### src/rtl/sseg_scan_ctrl.sv
// sseg_scan_ctrl: multiplexed N-digit seven-segment scan controller.
// A prescaler paces the digit slots. A dead-time counter blanks every anode
// just after each digit switch to avoid ghosting. Double-buffered
// digit/dp/blank registers only change at frame boundaries.
// Optional feature macro: SSEG_LZ_SUPPRESS_EN enables leading-zero suppression.
module sseg_scan_ctrl #(
  parameter int N_DIGITS = 4,
  parameter int PRESCALE = 100000,
  parameter int DEADTIME = 2
) (
  input  logic                    clk,
  input  logic                    rst,
  input  logic                    load,
  input  logic [4*N_DIGITS-1:0]   digits,
  input  logic [N_DIGITS-1:0]     dp,
  input  logic [N_DIGITS-1:0]     blank,
  output logic [N_DIGITS-1:0]     sseg_an,
  output logic [6:0]              sseg_ca,
  output logic                    sseg_dp,
  output logic                    frame_done
);

  localparam int CW = $clog2(PRESCALE);
  localparam int IW = $clog2(N_DIGITS);
  localparam logic [CW-1:0] CNT_LAST  = CW'(PRESCALE - 1);
  localparam logic [CW-1:0] DEAD_LOAD = CW'(DEADTIME);
  localparam logic [IW-1:0] IDX_LAST  = IW'(N_DIGITS - 1);

  // Hex to active-low segment code, bit 0 = a ... bit 6 = g.
  function automatic logic [6:0] seg_decode(input logic [3:0] nib);
    logic [6:0] code;
    case (nib)
      4'h0:    code = 7'b1000000;
      4'h1:    code = 7'b1111001;
      4'h2:    code = 7'b0100100;
      4'h3:    code = 7'b0110000;
      4'h4:    code = 7'b0011001;
      4'h5:    code = 7'b0010010;
      4'h6:    code = 7'b0000010;
      4'h7:    code = 7'b1111000;
      4'h8:    code = 7'b0000000;
      4'h9:    code = 7'b0010000;
      4'hA:    code = 7'b0001000;
      4'hB:    code = 7'b0000011;
      4'hC:    code = 7'b1000110;
      4'hD:    code = 7'b0100001;
      4'hE:    code = 7'b0000110;
      4'hF:    code = 7'b0001110;
      default: code = 7'b1111111;
    endcase
    return code;
  endfunction

  // Scan state
  logic [CW-1:0]          cnt_q, cnt_d;
  logic [IW-1:0]          idx_q, idx_d;
  logic [CW-1:0]          dead_q, dead_d;
  // Shadow (written by load) and active (displayed) buffers
  logic [4*N_DIGITS-1:0]  shd_dig_q, shd_dig_d, act_dig_q, act_dig_d;
  logic [N_DIGITS-1:0]    shd_dp_q, shd_dp_d, act_dp_q, act_dp_d;
  logic [N_DIGITS-1:0]    shd_blank_q, shd_blank_d, act_blank_q, act_blank_d;
  // Registered outputs
  logic [N_DIGITS-1:0]    an_q, an_d;
  logic [6:0]             ca_q, ca_d;
  logic                   dp_q, dp_d;
  logic                   fd_q, fd_d;

  logic                   tick_s;
  logic                   wrap_s;
  logic [N_DIGITS-1:0]    blank_eff_s;
  logic [3:0]             sel_nib_s;
  logic                   sel_dp_s;
  logic                   sel_blank_s;

`ifdef SSEG_LZ_SUPPRESS_EN
  logic [N_DIGITS-1:0]    lz_s;
  logic                   zero_run_s;

  // Leading-zero mask: a digit is suppressed while it and every higher nibble are zero and its dp is off.
  always_comb begin
    lz_s       = '0;
    zero_run_s = 1'b1;
    for (int i = N_DIGITS - 1; i >= 1; i--) begin
      zero_run_s = zero_run_s && (act_dig_q[4*i +: 4] == 4'h0);
      lz_s[i]    = zero_run_s && !act_dp_q[i];
    end
  end

  // Effective blanking merges explicit blank with leading-zero suppression.
  always_comb begin
    blank_eff_s = act_blank_q | lz_s;
  end
`else
  // Effective blanking is the explicit per-digit blank only.
  always_comb begin
    blank_eff_s = act_blank_q;
  end
`endif

  // Prescaler, scan index, dead counter and buffer next-state.
  always_comb begin
    tick_s = (cnt_q == CNT_LAST);
    wrap_s = tick_s && (idx_q == IDX_LAST);

    if (tick_s) begin
      cnt_d  = '0;
      dead_d = DEAD_LOAD;
      if (wrap_s) begin
        idx_d = '0;
      end else begin
        idx_d = idx_q + IW'(1);
      end
    end else begin
      cnt_d = cnt_q + CW'(1);
      idx_d = idx_q;
      if (dead_q != '0) begin
        dead_d = dead_q - CW'(1);
      end else begin
        dead_d = dead_q;
      end
    end

    if (load) begin
      shd_dig_d   = digits;
      shd_dp_d    = dp;
      shd_blank_d = blank;
    end else begin
      shd_dig_d   = shd_dig_q;
      shd_dp_d    = shd_dp_q;
      shd_blank_d = shd_blank_q;
    end

    // Active copy takes the shadow as it stood before this edge.
    if (wrap_s) begin
      act_dig_d   = shd_dig_q;
      act_dp_d    = shd_dp_q;
      act_blank_d = shd_blank_q;
    end else begin
      act_dig_d   = act_dig_q;
      act_dp_d    = act_dp_q;
      act_blank_d = act_blank_q;
    end
  end

  // Select the current digit's data and form the next output values.
  always_comb begin
    sel_nib_s   = 4'h0;
    sel_dp_s    = 1'b0;
    sel_blank_s = 1'b1;
    for (int i = 0; i < N_DIGITS; i++) begin
      if (idx_q == IW'(i)) begin
        sel_nib_s   = act_dig_q[4*i +: 4];
        sel_dp_s    = act_dp_q[i];
        sel_blank_s = blank_eff_s[i];
      end else begin
        sel_nib_s   = sel_nib_s;
      end
    end

    for (int i = 0; i < N_DIGITS; i++) begin
      an_d[i] = !((idx_q == IW'(i)) && (dead_q == '0) && !sel_blank_s);
    end

    if (sel_blank_s) begin
      ca_d = 7'b1111111;
      dp_d = 1'b1;
    end else begin
      ca_d = seg_decode(sel_nib_s);
      dp_d = !sel_dp_s;
    end

    fd_d = wrap_s;
  end

  // State and output registers with synchronous reset; reset masks load.
  always_ff @(posedge clk) begin
    if (rst) begin
      cnt_q       <= '0;
      idx_q       <= '0;
      dead_q      <= '0;
      shd_dig_q   <= '0;
      shd_dp_q    <= '0;
      shd_blank_q <= '1;
      act_dig_q   <= '0;
      act_dp_q    <= '0;
      act_blank_q <= '1;
      an_q        <= '1;
      ca_q        <= 7'b1111111;
      dp_q        <= 1'b1;
      fd_q        <= 1'b0;
    end else begin
      cnt_q       <= cnt_d;
      idx_q       <= idx_d;
      dead_q      <= dead_d;
      shd_dig_q   <= shd_dig_d;
      shd_dp_q    <= shd_dp_d;
      shd_blank_q <= shd_blank_d;
      act_dig_q   <= act_dig_d;
      act_dp_q    <= act_dp_d;
      act_blank_q <= act_blank_d;
      an_q        <= an_d;
      ca_q        <= ca_d;
      dp_q        <= dp_d;
      fd_q        <= fd_d;
    end
  end

  assign sseg_an    = an_q;
  assign sseg_ca    = ca_q;
  assign sseg_dp    = dp_q;
  assign frame_done = fd_q;

endmodule

### config.mk
export PLATFORM = sky130hd
export DESIGN_NAME = sseg_scan_ctrl
export DESIGN_NICKNAME = d
export VERILOG_FILES = /design/src/rtl/sseg_scan_ctrl.sv
export SDC_FILE = /design/constraint.sdc
export NUM_CORES = 1
export LEC_CHECK = 0
export BUFFER_PORTS_ARGS = -buffer_cell sky130_fd_sc_hd__buf_4
export CAP_MARGIN = 5
export CORE_UTILIZATION = 49
export CTS_CLUSTER_SIZE = 25
export DETAILED_ROUTE_END_ITERATION = 10
export GPL_ROUTABILITY_DRIVEN = 0
export PLACE_DENSITY = 0.74
export SETUP_SLACK_MARGIN = 0.2
export SLEW_MARGIN = 5
export SYNTH_ARGS = -nofsm -noshare
export SYNTH_HDL_FRONTEND = slang
export SYNTH_SLANG_ARGS = --single-unit
### constraint.sdc
create_clock -name clk -period 4.7 [get_ports clk]
set_clock_uncertainty 0.15 [all_clocks]
set_input_delay 0.94 -clock clk [delete_from_list [all_inputs] [get_ports clk]]
set_output_delay 0.94 -clock clk [all_outputs]
set_load 0.005 [all_outputs]
==> metrics.md <==
| Metric | Value |
|---|---|
| Share of cells above drive strength 1 | `0.145` |
| Syn avg cell area | `9.63 µm²` |
| Mux share of post-synthesis cell area | `0.0575` |
| Mapped Cells | `420` |
| Setup bufs post-CTS | `0` |
| MaxCap Viol Count | `0` |
| Clk root buf | `clkbuf_8` |
| Htree depth | `3` |
| Top-count cell post-synth | `dfxtp_1` |
| CP required | `4.74 ns` |
| Rows | `32` |
| Post-DRT Antenna Nets | `0` |
| Worst-skew pair later-pin latency | `0.36 ns` |
| Synth-to-layout area growth | `13.1%` |
| Fin crit period | `3.00 ns` |
| Status | `finished clean` |
| Synth area leaders | `dfxtp_1 (48%), nor2_1 (5.7%), mux2i_1 (5.2%)` |
| Hold Buf Count CTS | `0` |
| Vias in the first global route | `2,865` |
| Share of the synthesized area in the top cell type | `0.480` |
| Netlist cell types | `49` |
| Die Footprint | `8620 µm²` |
| Wire length per cell | `13.5 µm` |
| Delay-heaviest family, CP | `adder cells` |
| Number of flops mapped to enable cells by yosys | `0` |
| Critical path buffer and inverter count | `2` |
| Remaining DRCs | `0` |
| Mapped Area | `4050 µm²` |
| Final Max Slew Viols | `0` |
| Top Ports | `40` |
| Syn nets | `459` |
| ANT cells | `0` |
| Worst stage delay on the critical path | `0.65 ns` |
| Global-route wire length before repair | `13.2 mm` |
| Core footprint | `7850 µm²` |
| Sequential share of the synthesized area | `0.480` |
| Arr. time, crit path | `3.04 ns` |
| IO Port Bufs | `39` |
| Critical path, cell by cell | `ha_1 -> a211oi_1 -> a211oi_1 -> inv_1 -> ha_1 -> inv_1 -> mux2i_1 -> nor3b_1 -> a41oi_1` |
| Largest net degree at the start of global routing | `33` |
| YS warnings | `0` |
| Most common library cells after synthesis | `dfxtp_1 (97), nor2_1 (61), nand2_1 (25)` |
| Setup violation total in the final timing report | `0` |
| Initial Util | `0.515` |
| Synth Area in Compound Gates | `0.119` |
| Routed vias/inst | `5.41` |
| XOR/XNOR share of the synthesized area | `0.0541` |
| Min Hold Slack | `0.328 ns` |
| Overflow after GRT | `0` |
| Drt pass-1 iters | `4` |
| Top_reg_cell synth | `dfxtp_1` |
| P_leak | `1.79 nW` |
| Fin crit share | `0.638` |
| RSZ-0062 raised after global routing | `no` |
| Kind of critical path | `flip-flop to flip-flop` |
| CP Capture Type | `flip-flop` |
| P per Cell Area | `390 nW/µm²` |
| Initial antenna violation count | `0` |
| Clock transition at the registers of the reported paths | `0.10 ns` |
| Clk buf depth | `2` |
| Drt total wl | `7.55 mm` |
| Via count | `3,012` |
| Clock sink count | `97` |
| HP Class | `flip-flop to flip-flop` |
| Relative slew slack | `0.422` |
| Final Net Count | `489` |
| Drt initial violations | `107` |
| Post-CTS sizing | `0` |
| Fraction of registers with async set/reset | `0` |
| Total CTS buffers | `9` |
| Worst-path fanout max | `20` |
| Die width | `92.9 µm` |
| Post-synthesis simple-gate area fraction | `0.214` |
| Final hold viol count | `0` |
| Synth area leader | `dfxtp_1` |
| Gr usage total | `0.192` |
| Largest family of logic cells by synthesized area | `simple AND/OR/NAND/NOR gates` |
| Worst slew pin tran | `0.868 ns` |
| Synth Area in Adders | `0.0371` |
| CP startpoint kind | `flip-flop` |
| CTS tree | `built` |
| Die H | `92.9 µm` |
| DPL Wire Length | `5.45 mm` |
| Register bit total from synthesis | `97` |
| Fmax | `333 MHz` |
| Peak VDD IR | `246 µV` |
| Slowest stage cell on the critical path | `a211oi_1` |
| Setup TNS | `0 ns` |
layout by cell type, fill, tap and decap left out, types with 3 or more instances in the layout:
| master | count |
|---|---|
| a211o_1 | 5 |
| a211oi_1 | 4 |
| a21oi_1 | 12 |
| a22o_1 | 21 |
| and2_1 | 3 |
| and4_1 | 4 |
| buf_4 | 41 |
| clkbuf_8 | 11 |
| dfxtp_1 | 97 |
| ha_1 | 12 |
| inv_1 | 11 |
| mux2i_1 | 21 |
| nand2_1 | 25 |
| nand2b_1 | 4 |
| nand3_1 | 9 |
| nand3b_1 | 6 |
| nand4_1 | 6 |
| nor2_1 | 61 |
| nor2b_1 | 11 |
| nor3_1 | 9 |
| nor3b_1 | 8 |
| nor4_1 | 7 |
| o21ai_0 | 5 |
| o22a_1 | 4 |
| or3_1 | 4 |
| xnor2_1 | 13 |
| xor2_1 | 12 |
stage by stage:
step | instances | total power, W | utilization | setup slack, ns | cell area [µm²]
5_1_grt | 557 | 0.00189 | 0.583 | 1.34 | 4570
6_report | 557 | 0.00178 | 0.583 | 1.70 | 4570
2_1_floorplan | 420 | 0.00121 | - | 2.13 | 4050
4_1_cts | 557 | 0.00180 | 0.582 | 1.63 | 4570
3_3_place_gp | 541 | 0.00126 | 0.557 | 1.82 | 4370
3_5_place_dp | 541 | 0.00128 | 0.557 | 1.69 | 4370
layout make-up:
type,count,area (µm²)
clock buffer,11,151
clock inverter,5,46.3
fill,743,3270
inverter,11,41.3
multi-input combinational,290,1960
sequential,97,1940
tap,102,128
timing repair buffer,41,308
worst paths after layout:
check	cells past startpoint	endpoint	startpoint	slack, ns
min	1	cnt_q[0]	cnt_q[0]	0.33
min reg2reg	1	cnt_q[0]	cnt_q[0]	0.33
max	9	sseg_ca[3]	idx_q[0]	1.70
max reg2reg	9	sseg_ca[3]	idx_q[0]	1.70
cells by family (layout without fill, tap and decap cells):
logic type	Yosys count	after routing
AND/OR/NAND/NOR	167	167
adder cells (fa/ha/maj)	12	12
XOR/XNOR	25	25
flip-flops	97	97
multiplexers	23	23
buffers and inverters	33	68
AO/OA/AOI/OAI	63	63
per-layer routing:
metal | wire length, µm | global-route usage
met1 | 3670 | 0.240
met2 | 3520 | 0.320
met3 | 273 | 0.0517
met4 | 84 | 0.0590
met5 | 0 | 0
flip-flops by register name, summed over array words and instances, names as in the netlist:
signal	cells
sseg_ca	7
act_blank_q	4
sseg_an	4
dead_q	17
cnt_q	17
act_dig_q	16
sseg_dp	1
act_dp_q	4
shd_dp_q	4
shd_blank_q	4
idx_q	2
frame_done	1
shd_dig_q	16
where the power goes:
part           leakage, nW  switching, W  internal [W]
Sequential           0.790     0.0000476      0.000874
Combinational        0.900      0.000177      0.000158
Clock               0.0960      0.000297      0.000231
(Power assumes the default switching activity.)
